File: src/rtl/dsp_pkg.sv
// dsp_pkg: shared widths, saturation limits and output FIFO entry layout
package dsp_pkg;
  localparam int P_W_DEF = 48;
  localparam int OUT_W_DEF = 18;
  localparam logic [OUT_W_DEF-1:0] OUT_MAX = {1'b0, {(OUT_W_DEF-1){1'b1}}};
  localparam logic [OUT_W_DEF-1:0] OUT_MIN = {1'b1, {(OUT_W_DEF-1){1'b0}}};
  typedef struct packed {
    logic [OUT_W_DEF-1:0] data;
    logic carry;
    logic sat;
  } out_entry_t;
endpackage

File: src/rtl/dsp_out_fifo.sv
// dsp_out_fifo: first-word fall-through FIFO, head gated to zero when empty
module dsp_out_fifo #(
  parameter int DEPTH = 4,
  parameter int W = 20
) (
  input  logic                     CLK,
  input  logic                     RST_N,
  input  logic                     wr,
  input  logic [W-1:0]             wdata,
  input  logic                     rd,
  output logic [W-1:0]             rdata,
  output logic                     valid,
  output logic [$clog2(DEPTH):0]   count
);
  localparam int AW = $clog2(DEPTH);
  logic [W-1:0] mem [DEPTH];
  logic [AW-1:0] wp, rp;
  logic pop;
  assign valid = count != '0;
  assign pop = rd && valid;
  assign rdata = valid ? mem[rp] : '0;
  always_ff @(posedge CLK)
    if (wr) mem[wp] <= wdata;
  always_ff @(posedge CLK or negedge RST_N)
    if (!RST_N) begin
      wp <= '0;
      rp <= '0;
      count <= '0;
    end else begin
      if (wr) wp <= wp + 1'b1;
      if (pop) rp <= rp + 1'b1;
      count <= count + (AW+1)'(wr) - (AW+1)'(pop);
    end
endmodule

File: src/rtl/dsp_out_stage.sv
// dsp_out_stage: round, shift and saturate DSP P words into a credit-flowed output FIFO
module dsp_out_stage
  import dsp_pkg::*;
#(
  parameter int P_W = P_W_DEF,
  parameter int SHIFT = 12,
  parameter int OUT_W = OUT_W_DEF,
  parameter int DEPTH = 4
) (
  input  logic             CLK,
  input  logic             RST_N,
  input  logic [P_W-1:0]   IN_P,
  input  logic             IN_CARRY,
  input  logic             IN_VALID,
  output logic             IN_READY,
  output logic [OUT_W-1:0] OUT_DATA,
  output logic             OUT_CARRY,
  output logic             OUT_SAT,
  output logic             OUT_VALID,
  input  logic             OUT_READY,
  input  logic             CLR_CNT,
  output logic [15:0]      SAT_CNT
);
  localparam int CW = $clog2(DEPTH) + 1;
  localparam logic signed [P_W:0] RND = SHIFT == 0 ? '0 : (P_W+1)'(1) << (SHIFT == 0 ? 0 : SHIFT - 1);
  localparam logic signed [P_W:0] MAXV = {{(P_W+2-OUT_W){1'b0}}, {(OUT_W-1){1'b1}}};
  localparam logic signed [P_W:0] MINV = {{(P_W+2-OUT_W){1'b1}}, {(OUT_W-1){1'b0}}};
  logic signed [P_W:0] s1, sh;
  logic s1_v, s1_c, s2_v, s2_c, s2_sat, sat_nx;
  logic [OUT_W-1:0] s2_d, d_nx;
  logic [CW-1:0] count;
  logic [CW:0] occ;
  logic [OUT_W+1:0] head;
  // in-flight samples hold credit so a full FIFO can never be overrun
  assign occ = {1'b0, count} + (CW+1)'(s1_v) + (CW+1)'(s2_v);
  assign IN_READY = RST_N && occ < (CW+1)'(DEPTH);
  always_comb begin
    sh = s1 >>> SHIFT;
    sat_nx = sh > MAXV || sh < MINV;
    d_nx = sh > MAXV ? MAXV[OUT_W-1:0] : sh < MINV ? MINV[OUT_W-1:0] : sh[OUT_W-1:0];
  end
  always_ff @(posedge CLK or negedge RST_N)
    if (!RST_N) begin
      s1 <= '0;
      s1_v <= 1'b0;
      s1_c <= 1'b0;
      s2_d <= '0;
      s2_v <= 1'b0;
      s2_c <= 1'b0;
      s2_sat <= 1'b0;
    end else begin
      s1 <= $signed({IN_P[P_W-1], IN_P}) + RND;
      s1_v <= IN_VALID && IN_READY;
      s1_c <= IN_CARRY;
      s2_d <= d_nx;
      s2_v <= s1_v;
      s2_c <= s1_c;
      s2_sat <= sat_nx;
    end
  always_ff @(posedge CLK or negedge RST_N)
    if (!RST_N) SAT_CNT <= '0;
    else if (CLR_CNT) SAT_CNT <= '0;
    else if (s2_v && s2_sat && SAT_CNT != 16'hFFFF) SAT_CNT <= SAT_CNT + 16'd1;
  dsp_out_fifo #(.DEPTH(DEPTH), .W(OUT_W + 2)) u_fifo (
    .CLK(CLK),
    .RST_N(RST_N),
    .wr(s2_v),
    .wdata({s2_d, s2_c, s2_sat}),
    .rd(OUT_READY),
    .rdata(head),
    .valid(OUT_VALID),
    .count(count)
  );
  assign {OUT_DATA, OUT_CARRY, OUT_SAT} = head;
endmodule

File: config.mk
export PLATFORM = sky130hd
export DESIGN_NAME = dsp_out_stage
export DESIGN_NICKNAME = d
export VERILOG_FILES = /design/src/rtl/dsp_pkg.sv /design/src/rtl/dsp_out_fifo.sv /design/src/rtl/dsp_out_stage.sv
export SDC_FILE = /design/constraint.sdc
export NUM_CORES = 1
export LEC_CHECK = 0
export CORE_ASPECT_RATIO = 0.7
export CORE_UTILIZATION = 59
export DETAILED_ROUTE_END_ITERATION = 7
export PLACE_DENSITY_LB_ADDON = 0.12
export SYNTH_ARGS = -nofsm -noshare
export SYNTH_HDL_FRONTEND = slang
export SYNTH_SLANG_ARGS = --single-unit
File: constraint.sdc
create_clock -name CLK -period 3.68 [get_ports CLK]
set_clock_uncertainty 0.15 [all_clocks]
set_input_delay 0.92 -clock CLK [delete_from_list [all_inputs] [get_ports CLK]]
set_output_delay 0.92 -clock CLK [all_outputs]
set_load 0.01 [all_outputs]
Word level (Yosys, flattened, before mapping)

Memories as Yosys holds them, arrays and structs flattened.
Cells that the tools add are included.

Memory bits (writable): 80
Memories: 1
Register bits: 95
Input bits: 54

Memories:

| memory     | words | width | rd ports | clocked after Yosys merged registers in | wr ports | line               | source |
|---|---|---|---|---|---|---|---|
| u_fifo.mem | 4     | 20    | 1        | 0                                       | 1        | dsp_out_fifo.sv:16 | `logic [W-1:0] mem [DEPTH];` |

Multiplexer cells: 7
Reductions and logical operators: 8
Equality and inequality tests: 1
Magnitude comparators: 3
Add/subtract/negate cells: 8

Operators with widths:

| operator                 | number |
|---|---|
| $add A48 B13 Y49 const B | 1 |
| $gt A37 B18 Y1 const B   | 1 |
| $lt A37 B18 Y1 const B   | 1 |
| $mux W18                 | 2 |
| $mux W16                 | 2 |
| $mux W20                 | 1 |
| $add A16 B1 Y16 const B  | 1 |
| $ne A16 B16 Y1 const B   | 1 |
| $logic_and A1 B1 Y1      | 5 |
| $add A2 B1 Y2 const B    | 2 |
| $add A3 B1 Y4            | 1 |
| $add A4 B1 Y4            | 1 |
| $lt A4 B3 Y1 const B     | 1 |
| $add A3 B1 Y3            | 1 |
| $reduce_bool A3 Y1       | 1 |
| $sub A3 B1 Y3            | 1 |
| $mux W1                  | 2 |
| $reduce_bool A2 Y1       | 1 |
| $logic_or A1 B1 Y1       | 1 |

Logic depth before layout (Yosys ltp)

Word-level depth: 5
Depth in mapped cells: 7
Depth with buffers taken out: 7

Modules after synthesis

A second synthesis with hierarchy kept.

Cells, all modules: 463
Area total of the unflattened synthesis: 6792.8 um2

By module, submodules not included:

| module        | times used | cells an instance | seq. area each (um2) | area an instance (um2) |
|---|---|---|---|---|
| dsp_out_fifo  | 1          | 161               | 2577.5               | 3422.0 |
| dsp_out_stage | 1          | 302               | 1901.8               | 3370.7 |

Worst setup path after synthesis

Ideal clock, no wire load.

Kind: register to output
Start: reg u_fifo.rp[0]
End: out OUT_CARRY
Setup slack: 1.202 ns
Required time: 2.610 ns
Data arrival time: 1.408 ns
Stages on the path, launching flop included: 4
Cells stage by stage: dfrtp_1 > buf_2 > mux4_2 > and2_1

Cells in the longest elaborated chain, start to end: 2

RTL lines:

| item                   | line                | source |
|---|---|---|
| start, declared        | dsp_out_fifo.sv:17  | `logic [AW-1:0] wp, rp;` |
| start signal, assigned | dsp_out_fifo.sv:31  | `if (pop) rp <= rp + 1'b1;` |
| $mem_v2 Z4 W20         | --                  |  |
| $mux W20               | dsp_out_fifo.sv:21  | `assign rdata = valid ? mem[rp] : '0;` |
| end, declared          | dsp_out_stage.sv:17 | `output logic OUT_CARRY,` |

No other way between the ends.

Worst setup path in the final report

Start: reg u_fifo.rp[0]
End: out OUT_DATA[1]

Cells in the longest elaborated chain, start to end: 2

RTL lines:

| item           | line                | source |
|---|---|---|
| $mem_v2 Z4 W20 | --                  |  |
| $mux W20       | dsp_out_fifo.sv:21  |  |
| end, declared  | dsp_out_stage.sv:16 | `output logic [OUT_W-1:0] OUT_DATA,` |

No other way between the ends.

==> impl_metrics.csv <==
group,metric,value,unit
placement,place_congestion,0.8088,
setup_path,r2r_slack,1.00,ns
power_and_ir_drop,ir_worst_vdd,377.0,uV
die,num_rows,32,
die,dieArea,12110,sq um
die,core,11170,sq um
die,die_x,131.1,microns
sta,layout_min_cycle_time,3.442,ns
power_and_ir_drop,clock_power_share,34.1,%
global_routing,grt_pass1_vias,4497,
power_and_ir_drop,pwr-share-seq,41.9,%
clocking,cts_buffer_depth,2,
routing,ant_nets,0,
routing,wire_per_inst,18.24,microns
sta,finalSetupViolCount,0,
final_layout,utilization,75.71,%
final_layout,nNetsFinal,641,
setup_path,worst_ep_required_time,2.61,ns
routing,dr.pass1.iters,5,
routing,routed_wl,13.53,mm
setup_path,crit_slowest_cell,"mux4_2",
logic_synthesis,synth_seq_area_share,65.06,%
placement,dpl.hpwl,8.833,mm
sta,rsz0062_at_grt,"false",
worst_hold_path,worstHoldPathType,"reg2reg",
logic_synthesis,syn_inst,485,
clocking,cts_root_buf,"clkbuf_16",
clocking,clock_latency,0.42,ns
placement,port_buffers,80,
worst_hold_path,holdPathStages,0,
clocking,ctsResizeCount,0,
sta,drv_slew,0,
final_layout,antennaDiodeCount,0,
logic_synthesis,syn_area_per_cell,14.20,sq um
global_routing,grt_util_met2,41.80,%
final_layout,n_fill_cell,652,
setup_path,worstSetupPathType,"reg2out",
power_and_ir_drop,swShare,26.78,%
setup_path,cpLargestDelayFamily,"buffers and inverters",
power_and_ir_drop,p_sw,1.391,mW
logic_synthesis,ys.flop_type,"dfrtp_1",
routing,viasPerCell,5.725,
logic_synthesis,synth-seq-cells,163,
global_routing,antenna_found_initial,0,
logic_synthesis,synth_fp_nets,550,
setup_path,r2r-end,"u_fifo.count[2]",
final_layout,final_common_cell,"dfrtp_1",
power_and_ir_drop,p_int,3.805,mW
setup_path,crit_buf_inv,2,
clocking,htreeDepth,4,
setup_path,critPathLaunchType,"flip-flop",
setup_path,ff2ff_path_depth,7,
die,top_level_ports,92,
global_routing,grtUsageMet1,31.36,%
setup_path,crit_arrival,2.37,ns
logic_synthesis,synth_edf_count,80,
clocking,clock_sinks,163,
flow_run,drv_cap,0,
global_routing,grt_usage,24.77,%
placement,dp_cells,710,
logic_synthesis,synth_cell_types,45,
sta,fmax,0.2905,GHz
sta,finalSetupTns,0,ns
setup_path,endpoint_kind,"primary output",
global_routing,grt_pass1_wl,22.41,mm
worst_hold_path,min_to,"s2_c",
die,start_util,61.64,%
power_and_ir_drop,powerDensity,614.4,nW/um^2
final_layout,synthToLayoutAreaGrowth,22.82,%
clocking,cts_hold_buf,0,
die,die_h,92.39,microns
outcome,status,"finished, final reports clean",
sta,hold_violations,0,
setup_path,crit_fanout,10,
worst_hold_path,hp-start,"s1_c",
sta,slew_headroom,23.95,%
routing,initialDrtViolationCount,355,
final_layout,drive_above_1_share,13.41,%
logic_synthesis,async_reset_ff_share,50.92,%
clocking,cts_buffers,17,
sta,period_share,93.55,%
setup_path,path_cells,"buf_4, mux4_2, and2_1, clkdlybuf4s50_1",
routing,vias,4248,
clocking,postCtsSetupRepairBufs,0,
clocking,cts_tree,"built",
global_routing,grtUsageMet3,6.021,%
logic_synthesis,syn-cell-area,6885,sq um
power_and_ir_drop,p_leak,3.175,nW
global_routing,busiest_layer,"met2",
logic_synthesis,yosysWarnings,0,
global_routing,grt_overflow,0,
clocking,path_clk_slew,0.07,ns
final_layout,final_cell_mix,"dfrtp_1 (82), edfxtp_1 (80), clkdlybuf4s50_1 (79), inv_1 (36), and2_1 (27)",
setup_path,reg2reg_from,"u_fifo.count[1]",
routing,drc,0,
power_and_ir_drop,p_comb_share,23.9,%
global_routing,grt_max_degree,67,
sta,worst_slew_pin_slew,1.126,ns
final_layout,final_cells,742,
setup_path,slowest_delay,0.54,ns
cells by family (layout without fill, tap and decap cells):
family	count (synthesis)	in the layout	synth area share, %
AOI/OAI and AO/OA	53	53	4.906
xor gates and xnor gates	39	39	4.961
adders and majority gates	11	11	2.108
buffers and inverters	53	157	3.125
DFF	163	163	65.06
muxes	21	21	6.705
and+or+nand+nor	145	145	13.14
registers in the layout, indices dropped and copies added, names as in the netlist, 2 cells and up:
register and flops:
s2_d 18, u_fifo.mem 80, u_fifo.rp 2, SAT_CNT 16, s1 37, u_fifo.count 3, u_fifo.wp 2
worst max path at each step:
stage / start / to / slack (ns) / cells past startpoint
global route: u_fifo.rp[0] / OUT_DATA[3] / 0.10 / 4
finish: u_fifo.rp[0] / OUT_DATA[1] / 0.24 / 4
floorplan: u_fifo.rp[0] / OUT_CARRY / 1.20 / 3
detailed placement: u_fifo.rp[0] / OUT_DATA[1] / 0.53 / 4
global placement: u_fifo.rp[0] / OUT_DATA[16] / 0.58 / 4
CTS: u_fifo.rp[0] / OUT_DATA[1] / 0.06 / 4
metrics by stage:
step / setup slack (ns) / power [mW] / cell area [sq um] / hold slack, ns
after detailed placement: 0.5337 / 3.465 / 7863 / 0.1976
after global routing: 0.1018 / 5.417 / 8457 / 0.2203
after CTS: 0.06022 / 5.241 / 8456 / 0.2194
after global placement: 0.5765 / 3.426 / 7863 / 0.1854
after floorplan: 1.202 / 2.890 / 6885 / 0.1812
final: 0.2375 / 5.196 / 8457 / 0.2187
synth_stat cells (4+ instances only):
| cell type | count | area, sq um |
|---|---|---|
| edfxtp_1 | 80 | 2402 |
| o21ai_0 | 23 | 115.1 |
| nor2_1 | 11 | 41.29 |
| nor4_1 | 11 | 68.82 |
| nand4_1 | 14 | 87.58 |
| or3_1 | 5 | 31.28 |
| nor4_2 | 7 | 87.58 |
| xnor2_1 | 14 | 122.6 |
| mux4_2 | 20 | 450.4 |
| or4_1 | 4 | 30.03 |
| buf_2 | 7 | 35.03 |
| ha_1 | 10 | 125.1 |
| and4_1 | 5 | 43.79 |
| dfrtp_1 | 83 | 2077 |
| a21oi_1 | 9 | 45.04 |
| nand3_1 | 14 | 70.07 |
| o311ai_0 | 4 | 35.03 |
| nor3_1 | 13 | 65.06 |
| xor2_1 | 25 | 219.0 |
| and2_1 | 27 | 168.9 |
| clkbuf_1 | 9 | 33.78 |
| nand2_1 | 18 | 67.56 |
| inv_1 | 36 | 135.1 |
| o41ai_1 | 5 | 43.79 |
| o31ai_1 | 4 | 30.03 |
cell type report:
cell class | count | area (sq um) | area share [%]
Timing Repair Buffer | 89 | 865.8 | 10.24
Clock inverter | 14 | 163.9 | 1.938
Inverter | 36 | 135.1 | 1.598
Sequential cell | 163 | 4481 | 52.98
Clock buffer | 18 | 429.2 | 5.075
Multi-Input combinational cell | 269 | 2191 | 25.91
Tap cell | 153 | 191.4 | 2.264
power groups by stage:
stage,combinational [mW],clock [mW],sequential (mW)
floorplan,0.720,0,2.17
CTS,1.27,1.79,2.18
global placement,1.23,0,2.19
detailed placement,1.26,0,2.21
global route,1.36,1.86,2.20
finish,1.24,1.77,2.18
routing by layer:
layer	wire length, microns	vias to the layer above
li1	-	1977
met5	0	-
met4	230	0
met2	6711	122
met3	550	25
met1	6038	2124
No activity file was read; power rests on OpenSTA's default activity.
==> variant 1 (same flow settings) <==
Change the package constant `P_W_DEF` from 48 to 72.
--- a/src/rtl/dsp_pkg.sv
+++ b/src/rtl/dsp_pkg.sv
@@ -2,3 +2,3 @@
 package dsp_pkg;
-  localparam int P_W_DEF = 48;
+  localparam int P_W_DEF = 72;
   localparam int OUT_W_DEF = 18;
Ports: changed (resized IN_P); port bits go from 92 to 116. The function was not compared with the original's and may differ.
==> variant 1 against the original RTL <==
Power rose by 5.9%. Global-route usage fell by 0.42 points. Setup slack worse by 0.0028 ns. Wire length increased by 13%. Critical path depth is the same. Synthesized area up 16%. Worst hold slack better by 0.033 ns. Design area grew 16%. Sequential cell count up 24.
==> variant 1: results (changes against the original RTL) <==
| Metric | Value |
|---|---|
| Run status | `finished clean` |
| Cells after DPL | `870 (+23%)` |
| Post-synth net total | `678 (+23%)` |
| Overall Global Routing Usage | `0.244 (-0.00417)` |
| Library cells used by synthesis | `47 (+4.4%)` |
| Synth area leaders | `dfrtp_1 (34%), edfxtp_1 (30%), mux4_2 (5.6%), xor2_1 (4.5%), xnor2_1 (4.0%)` |
| Mean Syn Cell Area | `13.5 um^2 (-4.6%)` |
| Commonest cells in the netlist | `dfrtp_1 (107), edfxtp_1 (80), nand2_1 (60)` |
| IO buf count | `104 (+30%)` |
| Pleak | `0.00369 uW (+16%)` |
| Max Clk Rate | `290 MHz (about the same)` |
| Largest net degree at the start of global routing | `73 (+9.0%)` |
| Fin nets | `793 (+24%)` |
| Logic power comb | `1320 uW (+6%)` |
| Worst Hold Slack | `0.252 ns (+0.0335 ns)` |
| Reg2Reg Depth | `8 (+1)` |
| Placed Area | `9240 um^2 (+17%)` |
| DR vias/cell | `5.51 (-3.7%)` |
| Routability Congestion | `0.830 (+2.7%)` |
| Pre-CTS setup slack | `0.384 ns (-0.149 ns)` |
| Slew Limit Headroom | `0.256 (+0.0163)` |
| Fraction of layout cells with a size suffix above 1 | `0.105 (-0.0295)` |
| WL final | `15400 um (+13%)` |
| Worst vdd ir | `368 uV (-2.5%)` |
| Ys async rst share | `0.572 (+0.0630)` |
| Critical Path Fanout Max | `22 (+12)` |
| Fillers | `838 (+29%)` |
| First-pass GRT wire length | `25500 um (+14%)` |
| Top FF cell, synth | `dfrtp_1` |
| Post-Layout Cell Count | `902 (+22%)` |
| Setup crit end | `OUT_DATA[10]` |
| Sequential-to-total area share from yosys stat | `0.637 (-0.0136)` |
| Final HPWL DP | `10600 um (+19%)` |
| Starting DRT DRC Count | `349 (-1.7%)` |
| Pwr dens | `562 nW/um^2 (-8.6%)` |
| CP delay by family, top | `buffers and inverters` |
| Internal cell power | `4030 uW (+5.9%)` |
| Worst-Skew Late Latency | `0.43 ns` |
| Reg-to-reg setup timing slack | `0.88 ns (-0.12 ns)` |
| Largest regs | `u_fifo.mem x80, s1 x61, s2_d x18` |
| Number of global-route vias before repair | `5082 (+13%)` |
| Clock share of power | `0.316 (-0.025)` |
-- variant 1: cell types whose count changed after synthesis, sizes merged, moves of 20 or more --
cell,change
dfrtp,+24
xnor2,+22
nand2,+42
o21ai,-21
inv,-20
nor2,+32
-- variant 1: cells by family after synthesis --
| kind of cell | synth area share |
|---|---|
| AND/OR/NAND/NOR | 0.171 |
| flip-flops | 0.637 |
| XOR/XNOR | 0.0846 |
| buffers and inverters | 0.0151 |
| multiplexers | 0.0577 |
| AO/OA/AOI/OAI | 0.0168 |
| adder cells (fa/ha/maj) | 0.0182 |
-- variant 1: final cells by class --
cell class	count	area, um^2	area share
inverters	16	60.1	0.00613
flip-flops and latches	187	5080	0.518
clock buffers	18	429	0.0438
multi-input cells	371	2780	0.283
well taps	185	231	0.0236
repair buffers	111	1090	0.111
clock inverters	14	136	0.0139
-- variant 1: per-layer routing --
layer	GRT usage	vias up	routed length, um
met1	0.341	2467	6980
met2	0.388	135	7520
met5	0	-	0
met3	0.0544	13	713
li1	-	2358	-
met4	0.0744	0	144
==> variant 2 (config.mk and constraints unchanged) <==
Without the edit above. Register the output `SAT_CNT` once more, with the module's reset; this adds one clock of latency there. The other outputs are not delayed to match.
--- a/src/rtl/dsp_out_stage.sv
+++ b/src/rtl/dsp_out_stage.sv
@@ -27,2 +27,4 @@
   localparam logic signed [P_W:0] MINV = {{(P_W+2-OUT_W){1'b1}}, {(OUT_W-1){1'b0}}};
+
+  logic [15:0] SAT_CNT_s0;
   logic signed [P_W:0] s1, sh;
@@ -60,5 +62,5 @@
   always_ff @(posedge CLK or negedge RST_N)
-    if (!RST_N) SAT_CNT <= '0;
-    else if (CLR_CNT) SAT_CNT <= '0;
-    else if (s2_v && s2_sat && SAT_CNT != 16'hFFFF) SAT_CNT <= SAT_CNT + 16'd1;
+    if (!RST_N) SAT_CNT_s0 <= '0;
+    else if (CLR_CNT) SAT_CNT_s0 <= '0;
+    else if (s2_v && s2_sat && SAT_CNT_s0 != 16'hFFFF) SAT_CNT_s0 <= SAT_CNT_s0 + 16'd1;
   dsp_out_fifo #(.DEPTH(DEPTH), .W(OUT_W + 2)) u_fifo (
@@ -74,2 +76,10 @@
   assign {OUT_DATA, OUT_CARRY, OUT_SAT} = head;
+  always_ff @(posedge CLK or negedge RST_N) begin
+    if (!RST_N) begin
+      SAT_CNT <= '0;
+    end else begin
+      SAT_CNT <= SAT_CNT_s0;
+    end
+  end
+
 endmodule
Behaviour: not the same (a bounded check fails within 4 cycles, from zero or initial values and one cycle with RST_N low).
==> variant 2 against the original RTL <==
Power down 0.45%. Setup slack better by 0.0057 ns. Wire length up 1.1%. Clock power decreased by 11%. Global-route usage shrank 0.68 points. Sequential cell count rose by 16. Design area grew 3.8%. Non-clock buffer count is the same. Synthesized area rose by 5.5%. Via count grew 2.5%.
==> variant 2: results (changes against the original RTL) <==
| Metric | Value |
|---|---|
| Run status | `finished clean` |
| Number of multi-input logic gates | `278 (+3.3%)` |
| Number of global-route vias before repair | `4367 (-2.9%)` |
| Pre-CTS setup slack | `0.533 ns (-0.000578 ns)` |
| Library cells used by synthesis | `43 (-4.4%)` |
| Post-route cell area | `8770 um^2 (+3.8%)` |
| Final HPWL DP | `9280 um (+5.1%)` |
| Fin nets | `661 (+3.1%)` |
| Fraction of layout cells with a size suffix above 1 | `0.102 (-0.0323)` |
| Largest net degree at the start of global routing | `64 (-4.5%)` |
| Met3 usage | `0.0649 (+0.00474)` |
| Pleak | `0.00333 uW (+4.8%)` |
| Fillers | `728 (+12%)` |
| Sequential-to-total area share from yosys stat | `0.671 (+0.0209)` |
| WL final | `13700 um (+1.1%)` |
| Metal-1 WL | `6250 um (+3.6%)` |
| Total number of vias | `4353 (+2.5%)` |
| CP peak stage delay | `0.58 ns (+0.04 ns)` |
| Placed Area | `8260 um^2 (+5.0%)` |
| First drt pass iteration count | `6 (+1)` |
| Met1 usage | `0.325 (+0.0118)` |
| Worst vdd ir | `446 uV (+18%)` |
| Starting DRT DRC Count | `264 (-26%)` |
| Critical Path Fanout Max | `22 (+12)` |
| First-pass GRT wire length | `22400 um (-0.16%)` |
| Multi-input gate share of total cell area | `0.251 (-0.00838)` |
| Met2 routed WL | `6620 um (-1.3%)` |
| Commonest cells in the netlist | `dfrtp_1 (99), edfxtp_1 (80), inv_1 (31)` |
| Final Cycle Share | `0.934 (-0.00156)` |
| Fraction of area in non-clock buffers | `0.0987 (-0.00371)` |
| Clock Buffer Count | `20 (+2)` |
| Setup crit end | `OUT_DATA[15]` |
| Routability Congestion | `0.914 (+13%)` |
| Overall Global Routing Usage | `0.241 (-0.00682)` |
| Ys async rst share | `0.553 (+0.0439)` |
## variant 2: cell types whose count changed after synthesis, moves of 6 or more
| cell | before | now |
|---|---|---|
| nor3_1 | 13 | 6 |
| nand4_1 | 14 | 27 |
| nor4_2 | 7 | 1 |
| xor2_1 | 25 | 13 |
| xnor2_1 | 14 | 26 |
| dfrtp_1 | 83 | 99 |
## variant 2: cells by family after synthesis
logic type	count (synthesis)	synth area share
compound gates	47	0.0394
xor+xnor	39	0.0470
fa+ha+maj	11	0.0200
buf+inv	48	0.0258
flops	179	0.671
mux	24	0.0680
simple gates	157	0.128
## variant 2: power groups by stage
stage	registers, uW	clock network [uW]	logic [uW]
CTS	2340	1610	1270
global route	2360	1690	1370
global placement	2370	0	1230
detailed placement	2380	0	1260
finish	2340	1580	1250
floorplan	2350	0	721
## variant 2: through the flow
stage	cells	hold slack (ns)
5_1_grt	766	0.208
4_1_cts	766	0.205
3_5_place_dp	734	0.191
6_report	766	0.202
3_3_place_gp	734	0.185
2_1_floorplan	505	0.181
